[src/rtl/gpio_bus_arbiter_if.sv]
// Requester and SoC-bus signal bundle for gpio_bus_arbiter.
// slave = arbiter side, master = requesters / bus environment side.
interface gpio_bus_arbiter_if #(
    parameter int AW = 32,
    parameter int DW = 32
);
    logic          m0_req;
    logic          m0_we;
    logic [AW-1:0] m0_addr;
    logic [DW-1:0] m0_wdata;
    logic          m0_ack;
    logic [DW-1:0] m0_rdata;

    logic          m1_req;
    logic          m1_we;
    logic [AW-1:0] m1_addr;
    logic [DW-1:0] m1_wdata;
    logic          m1_ack;
    logic [DW-1:0] m1_rdata;

    logic [AW-1:0] bus_addr;
    logic [DW-1:0] bus_wdata;
    logic          bus_wr_en;
    logic          bus_rd_en;
    logic [DW-1:0] bus_rdata;

    logic          busy;
    logic          owner;

    modport slave (
        input  m0_req, m0_we, m0_addr, m0_wdata,
        output m0_ack, m0_rdata,
        input  m1_req, m1_we, m1_addr, m1_wdata,
        output m1_ack, m1_rdata,
        output bus_addr, bus_wdata, bus_wr_en, bus_rd_en,
        input  bus_rdata,
        output busy, owner
    );

    modport master (
        output m0_req, m0_we, m0_addr, m0_wdata,
        input  m0_ack, m0_rdata,
        output m1_req, m1_we, m1_addr, m1_wdata,
        input  m1_ack, m1_rdata,
        input  bus_addr, bus_wdata, bus_wr_en, bus_rd_en,
        output bus_rdata,
        input  busy, owner
    );
endinterface

[src/rtl/gpio_bus_arbiter.sv]
// Two-requester arbiter for the GPIO bus: one transaction at a time, fixed read latency.
// Define GPIO_ARB_FIXED_PRI_EN for fixed priority (m0 wins ties); default is round-robin.
module gpio_bus_arbiter #(
    parameter int RD_LAT = 1,
    parameter int AW     = 32,
    parameter int DW     = 32
) (
    input  logic                clk,
    input  logic                rst,
    gpio_bus_arbiter_if.slave   arb
);
    localparam logic [1:0] ST_IDLE  = 2'd0;
    localparam logic [1:0] ST_ISSUE = 2'd1;
    localparam logic [1:0] ST_WAIT  = 2'd2;

    logic [1:0]    state_reg;
    logic [3:0]    cnt_reg;
    logic          owner_reg;
    logic          we_reg;
    logic [AW-1:0] bus_addr_reg;
    logic [DW-1:0] bus_wdata_reg;
    logic          bus_wr_en_reg;
    logic          bus_rd_en_reg;
    logic [1:0]    ack_reg;
    logic [DW-1:0] rdata_reg [2];

    logic [1:0]    req_vec;
    logic [1:0]    we_vec;
    logic [AW-1:0] addr_vec  [2];
    logic [DW-1:0] wdata_vec [2];
    logic          grant_idx;
    logic          grant_valid;
    logic          ack_fire;

    assign req_vec      = {arb.m1_req, arb.m0_req};
    assign we_vec       = {arb.m1_we, arb.m0_we};
    assign addr_vec[0]  = arb.m0_addr;
    assign addr_vec[1]  = arb.m1_addr;
    assign wdata_vec[0] = arb.m0_wdata;
    assign wdata_vec[1] = arb.m1_wdata;

    assign grant_valid = (state_reg == ST_IDLE) && (|req_vec);

`ifdef GPIO_ARB_FIXED_PRI_EN
    assign grant_idx = ~req_vec[0];
`else
    logic last_owner_reg;

    // On a tie the requester that did not win last time gets the bus.
    assign grant_idx = (&req_vec) ? ~last_owner_reg : ~req_vec[0];

    always_ff @(posedge clk) begin
        if (rst) begin
            last_owner_reg <= 1'b1;
        end else if (grant_valid) begin
            last_owner_reg <= grant_idx;
        end
    end
`endif

    // cnt counts down from RD_LAT starting in the strobe cycle; at 1 the read
    // data is sampled and the ack is raised, at 0 (the ack cycle) we go idle.
    assign ack_fire = ((state_reg == ST_ISSUE) || (state_reg == ST_WAIT)) && (cnt_reg == 4'd1);

    always_ff @(posedge clk) begin
        if (rst) begin
            state_reg     <= ST_IDLE;
            cnt_reg       <= 4'd0;
            owner_reg     <= 1'b0;
            we_reg        <= 1'b0;
            bus_addr_reg  <= '0;
            bus_wdata_reg <= '0;
            bus_wr_en_reg <= 1'b0;
            bus_rd_en_reg <= 1'b0;
        end else begin
            bus_wr_en_reg <= 1'b0;
            bus_rd_en_reg <= 1'b0;
            case (state_reg)
                ST_IDLE: begin
                    if (grant_valid) begin
                        owner_reg     <= grant_idx;
                        we_reg        <= we_vec[grant_idx];
                        bus_addr_reg  <= addr_vec[grant_idx];
                        bus_wdata_reg <= wdata_vec[grant_idx];
                        bus_wr_en_reg <= we_vec[grant_idx];
                        bus_rd_en_reg <= ~we_vec[grant_idx];
                        cnt_reg       <= 4'(RD_LAT);
                        state_reg     <= ST_ISSUE;
                    end
                end
                ST_ISSUE: begin
                    cnt_reg   <= cnt_reg - 4'd1;
                    state_reg <= ST_WAIT;
                end
                ST_WAIT: begin
                    if (cnt_reg == 4'd0) begin
                        state_reg <= ST_IDLE;
                    end else begin
                        cnt_reg <= cnt_reg - 4'd1;
                    end
                end
                default: begin
                    state_reg <= ST_IDLE;
                    cnt_reg   <= 4'd0;
                end
            endcase
        end
    end

    genvar gi;
    generate
        for (gi = 0; gi < 2; gi++) begin : g_req
            always_ff @(posedge clk) begin
                if (rst) begin
                    ack_reg[gi]   <= 1'b0;
                    rdata_reg[gi] <= '0;
                end else begin
                    ack_reg[gi] <= ack_fire && (owner_reg == 1'(gi));
                    if (ack_fire && (owner_reg == 1'(gi)) && !we_reg) begin
                        rdata_reg[gi] <= arb.bus_rdata;
                    end
                end
            end
        end
    endgenerate

    assign arb.m0_ack    = ack_reg[0];
    assign arb.m1_ack    = ack_reg[1];
    assign arb.m0_rdata  = rdata_reg[0];
    assign arb.m1_rdata  = rdata_reg[1];
    assign arb.bus_addr  = bus_addr_reg;
    assign arb.bus_wdata = bus_wdata_reg;
    assign arb.bus_wr_en = bus_wr_en_reg;
    assign arb.bus_rd_en = bus_rd_en_reg;
    assign arb.busy      = (state_reg != ST_IDLE);
    assign arb.owner     = owner_reg;
endmodule

[src/flat_wrapper.sv]
// flat-port wrapper written by rule: the top's interface ports become plain ports
module gpio_bus_arbiter_flat 
#(
    parameter int RD_LAT = 1,
    parameter int AW     = 32,
    parameter int DW     = 32
)
  (clk, rst, arb_m0_req, arb_m0_we, arb_m0_addr, arb_m0_wdata, arb_m0_ack, arb_m0_rdata, arb_m1_req, arb_m1_we, arb_m1_addr, arb_m1_wdata, arb_m1_ack, arb_m1_rdata, arb_bus_addr, arb_bus_wdata, arb_bus_wr_en, arb_bus_rd_en, arb_bus_rdata, arb_busy, arb_owner);
  gpio_bus_arbiter_if #(.AW(AW), .DW(DW)) arb_i ();
  input  logic clk;
  input  logic rst;
  input wire logic [$bits(arb_i.m0_req)-1:0] arb_m0_req;
  input wire logic [$bits(arb_i.m0_we)-1:0] arb_m0_we;
  input wire logic [$bits(arb_i.m0_addr)-1:0] arb_m0_addr;
  input wire logic [$bits(arb_i.m0_wdata)-1:0] arb_m0_wdata;
  output wire logic [$bits(arb_i.m0_ack)-1:0] arb_m0_ack;
  output wire logic [$bits(arb_i.m0_rdata)-1:0] arb_m0_rdata;
  input wire logic [$bits(arb_i.m1_req)-1:0] arb_m1_req;
  input wire logic [$bits(arb_i.m1_we)-1:0] arb_m1_we;
  input wire logic [$bits(arb_i.m1_addr)-1:0] arb_m1_addr;
  input wire logic [$bits(arb_i.m1_wdata)-1:0] arb_m1_wdata;
  output wire logic [$bits(arb_i.m1_ack)-1:0] arb_m1_ack;
  output wire logic [$bits(arb_i.m1_rdata)-1:0] arb_m1_rdata;
  output wire logic [$bits(arb_i.bus_addr)-1:0] arb_bus_addr;
  output wire logic [$bits(arb_i.bus_wdata)-1:0] arb_bus_wdata;
  output wire logic [$bits(arb_i.bus_wr_en)-1:0] arb_bus_wr_en;
  output wire logic [$bits(arb_i.bus_rd_en)-1:0] arb_bus_rd_en;
  input wire logic [$bits(arb_i.bus_rdata)-1:0] arb_bus_rdata;
  output wire logic [$bits(arb_i.busy)-1:0] arb_busy;
  output wire logic [$bits(arb_i.owner)-1:0] arb_owner;
  assign arb_i.m0_req = arb_m0_req;
  assign arb_i.m0_we = arb_m0_we;
  assign arb_i.m0_addr = arb_m0_addr;
  assign arb_i.m0_wdata = arb_m0_wdata;
  assign arb_m0_ack = arb_i.m0_ack;
  assign arb_m0_rdata = arb_i.m0_rdata;
  assign arb_i.m1_req = arb_m1_req;
  assign arb_i.m1_we = arb_m1_we;
  assign arb_i.m1_addr = arb_m1_addr;
  assign arb_i.m1_wdata = arb_m1_wdata;
  assign arb_m1_ack = arb_i.m1_ack;
  assign arb_m1_rdata = arb_i.m1_rdata;
  assign arb_bus_addr = arb_i.bus_addr;
  assign arb_bus_wdata = arb_i.bus_wdata;
  assign arb_bus_wr_en = arb_i.bus_wr_en;
  assign arb_bus_rd_en = arb_i.bus_rd_en;
  assign arb_i.bus_rdata = arb_bus_rdata;
  assign arb_busy = arb_i.busy;
  assign arb_owner = arb_i.owner;
  gpio_bus_arbiter #(.RD_LAT(RD_LAT), .AW(AW), .DW(DW)) u_core (.clk(clk), .rst(rst), .arb(arb_i));
endmodule
[config.mk]
export PLATFORM = sky130hd
export DESIGN_NAME = gpio_bus_arbiter_flat
export DESIGN_NICKNAME = d
export VERILOG_FILES = /design/src/rtl/gpio_bus_arbiter_if.sv /design/src/rtl/gpio_bus_arbiter.sv /design/src/flat_wrapper.sv
export SDC_FILE = /design/constraint.sdc
export NUM_CORES = 1
export LEC_CHECK = 0
export CORE_MARGIN = 2
export CORE_UTILIZATION = 44
export CTS_CLUSTER_DIAMETER = 50
export DETAILED_ROUTE_END_ITERATION = 10
export HOLD_SLACK_MARGIN = 0.15
export PLACE_DENSITY = 0.95
export SKIP_LAST_GASP = 1
export SLEW_MARGIN = 20
export SYNTH_ARGS = -nofsm -noshare
export SYNTH_HDL_FRONTEND = slang
export SYNTH_SLANG_ARGS = --single-unit
[constraint.sdc]
create_clock -name clk -period 12.75 [get_ports clk]
set_clock_uncertainty 0.2 [all_clocks]
set_input_delay 2.55 -clock clk [delete_from_list [all_inputs] [get_ports clk]]
set_output_delay 2.55 -clock clk [all_outputs]
set_load 0.005 [all_outputs]
==> results_dict.tcl <==
set metrics [dict create \
    status "finished clean" \
    rsz0062_at_grt "no" \
    timing.rr.end "u_core.rdata_reg[1][29]$_SDFFCE_PN0P_" \
    post_cts_buffers 0 \
    ff2ff_path_depth 4 \
    power_per_cell_area_nw_per_um2 168 \
    clock_tree.root_cell "clkbuf_16" \
    grt.total_usage_pct 24.8 \
    cpPeakStageDelay_ps 960 \
    dp_hpwl_um 12700 \
    setup_tns_ps 0 \
    synthCells 586 \
    die_w_um 123 \
    hold_class "flip-flop to flip-flop" \
    maxCapViolCount 0 \
    synth-main-ff-cell "dfxtp_1" \
    dr.pass1.iters 5 \
    grt_max_degree 134 \
    final_antenna_net_count 0 \
    tritoncts "built" \
    postLayoutCoreUtil_pct 71.3 \
    internal_power_w 0.00119 \
    layout_setup_ws_ps 7710 \
    grt_antenna_before_repair 4 \
    stdcell_count 1051 \
    fillers 908 \
    ys_seq_elements 141 \
    grt_pass1_vias 5486 \
    cts.sinks 141 \
    p_leak_nw 3.51 \
    worstPathArrival_ps 4860 \
    core_area_um2 13800 \
    yosysMostFrequentCell "o21ai_0" \
    cp-end-kind "flip-flop" \
    synth_edf_count 64 \
    crit_buf_inv 2 \
    grt_pass1_wl_um 28200 \
    combPwrFrac_pct 30.8 \
    p_sw_share_pct 28.5 \
    finalHoldViolations 0 \
    viasPerCell 5.42 \
    port_buffers 299 \
    critical_path_depth 3 \
    ff2ff_setup_slack_ps 10110 \
    synth_fp_nets 760 \
    drv_slew 0 \
    path_class "primary input to flip-flop" \
    vias 5700 \
    pwr-share-seq_pct 37.9 \
    synth_common_cells "o21ai_0 (122), dfxtp_1 (77), nand3b_1 (65), edfxtp_1 (64), a31oi_1 (60)" \
    largest_register_ff_count 64 \
    clockBufferDepth 2 \
    power_w 0.00166 \
    fin_crit_sh_pct 39.5 \
    synthArstFlopShare_pct 0 \
    yosysUniqueCellTypes 41 \
    rr_startpoint "u_core.state_reg[0]$_SDFFE_PP0P_" \
    max_freq_mhz 198 \
    place_inst 1014 \
    ys.warnings.count 0 \
    crit_fanout 69 \
    grt.overflow.total 0 \
    drc 0 \
    wire_per_inst_um 18.1 \
    clock_power_share_pct 31.4 \
    yosysTopAreaCell "edfxtp_1" \
    cts_inserted_buffers 17 \
    ios 300 \
    routed_wl_um 19000 \
    peakVddDrop_mv 0.0891 \
    critPathSlowestCell "inv_2" \
    yosysSeqAreaShare_pct 56.0 \
    initial_utilization_pct 44.7 \
    syn_area_um2 6190 \
    die_h_um 123 \
    synth_area_leaders "edfxtp_1 (31%), dfxtp_1 (25%), o21ai_0 (9.9%)" \
    final_net_count 1028 \
    seq_area_um2 3460 \
    crit_path_end "u_core.rdata_reg[1][29]$_SDFFCE_PN0P_" \
    max_slew.worst_pin.slew_ps 1050 \
    routabilityCongestion 0.817 \
    drt_iter0_drc 548 \
    post-place-ws_ps 7300 \
    holdBufCountCts 0 \
    crit_family "buffers and inverters" \
    multiInputGateArea_um2 2460 \
    cts_resized 0 \
    start_kind "primary input" \
    dieArea_um2 15000 \
    synth_top_area_share_pct 31.1 \
    clk_pin_slew_worst_paths_ps 60 \
    layout-drive-gt1-share_pct 7.04 \
    crit_start "rst" \
    worstPathRequired_ps 12570 \
    crit_path_cell_trace "clkdlybuf4s50_1 > inv_2 > o21ai_4" \
    switchingPower_w 0.000474 \
    placementRows 43 \
    ctsHtreeMaxLevel 4 \
    report.final.setup_viol 0 \
    slew_headroom_pct 29.7 \
    areaGrowthSynthToFinish_pct 59.4 \
    avgSynthCellArea_um2 10.6 \
    period_needed_ps 5040 \
    insertion_delay_ps 420 \
]
layer usage:
layer	global-route usage, %	share of wire, %	routed length [um]
met1	27.4	37	6990
met2	41.6	50	9520
met3	9.99	10	1930
met4	11.9	2.8	536
met5	0	0	0
cell usage in the layout, fill, tap and decap left out, drive strengths merged, types with 2 or more instances in the layout:
master | Yosys | layout
a21oi | 5 | 5
a311oi | 5 | 5
a31oi | 60 | 60
and2 | 64 | 64
and4bb | 2 | 2
buf | 23 | 7
bufinv | 0 | 4
clkbuf | 33 | 18
clkdlybuf4s50 | 0 | 298
clkinv | 0 | 4
clkinvlp | 0 | 4
dfxtp | 77 | 77
diode | 0 | 4
edfxtp | 64 | 64
ha | 8 | 8
inv | 8 | 10
mux2i | 2 | 2
nand2 | 5 | 5
nand3 | 3 | 3
nand3b | 65 | 65
nand4bb | 2 | 2
nor2 | 9 | 9
nor3 | 4 | 4
nor3b | 4 | 4
o21ai | 130 | 130
o31ai | 2 | 2
or3b | 2 | 2
per-stage QoR:
step / hold slack (ps) / instance area, um2
6_report: 301 / 9860
5_1_grt: 339 / 9860
4_1_cts: 299 / 9830
3_5_place_dp: 291 / 9210
3_3_place_gp: 280 / 9210
2_1_floorplan: 262 / 6190
how the worst min path moves through the flow:
stage	startpoint	cells past startpoint	end
4_1_cts	u_core.state_reg[1]$_SDFFE_PP0P_	2	u_core.state_reg[1]$_SDFFE_PP0P_
6_report	u_core.state_reg[1]$_SDFFE_PP0P_	2	u_core.state_reg[1]$_SDFFE_PP0P_
2_1_floorplan	u_core.last_owner_reg$_SDFFE_PP1P_	2	u_core.last_owner_reg$_SDFFE_PP1P_
3_5_place_dp	u_core.state_reg[1]$_SDFFE_PP0P_	2	u_core.state_reg[1]$_SDFFE_PP0P_
3_3_place_gp	u_core.last_owner_reg$_SDFFE_PP1P_	2	u_core.last_owner_reg$_SDFFE_PP1P_
5_1_grt	u_core.state_reg[0]$_SDFFE_PP0P_	2	u_core.state_reg[0]$_SDFFE_PP0P_
logic make-up after synthesis:
family | count (synthesis) | synth area share [%]
AOI/OAI and AO/OA | 206 | 18.5
and+or+nand+nor | 165 | 18.8
DFF | 141 | 56.0
buffers and inverters | 64 | 4.75
adders and majority gates | 8 | 1.62
muxes | 2 | 0.324
worst min-delay path: stages (launching register included):
cell     delay, ps
dfxtp_1        340
nand2_1         60
mux2i_1         50
power by group through the flow:
| stage | logic, W | clock network (W) | registers, W |
|---|---|---|---|
| floorplan | 0.000218 | 0 | 0.000637 |
| global placement | 0.000486 | 0 | 0.000630 |
| detailed placement | 0.000496 | 0 | 0.000634 |
| CTS | 0.000502 | 0.000527 | 0.000628 |
| global route | 0.000554 | 0.000548 | 0.000638 |
| finish | 0.000511 | 0.000522 | 0.000629 |
cell type report:
class	instances	area share (%)
Clock buffer	18	4.35
Antenna cell	4	0.101
Sequential cell	141	35.1
Timing Repair Buffer	305	31.0
Multi-Input combinational cell	381	25.0
Tap cell	180	2.28
Clock inverter	14	1.93
Inverter	8	0.304
(Power assumes the default switching activity.)
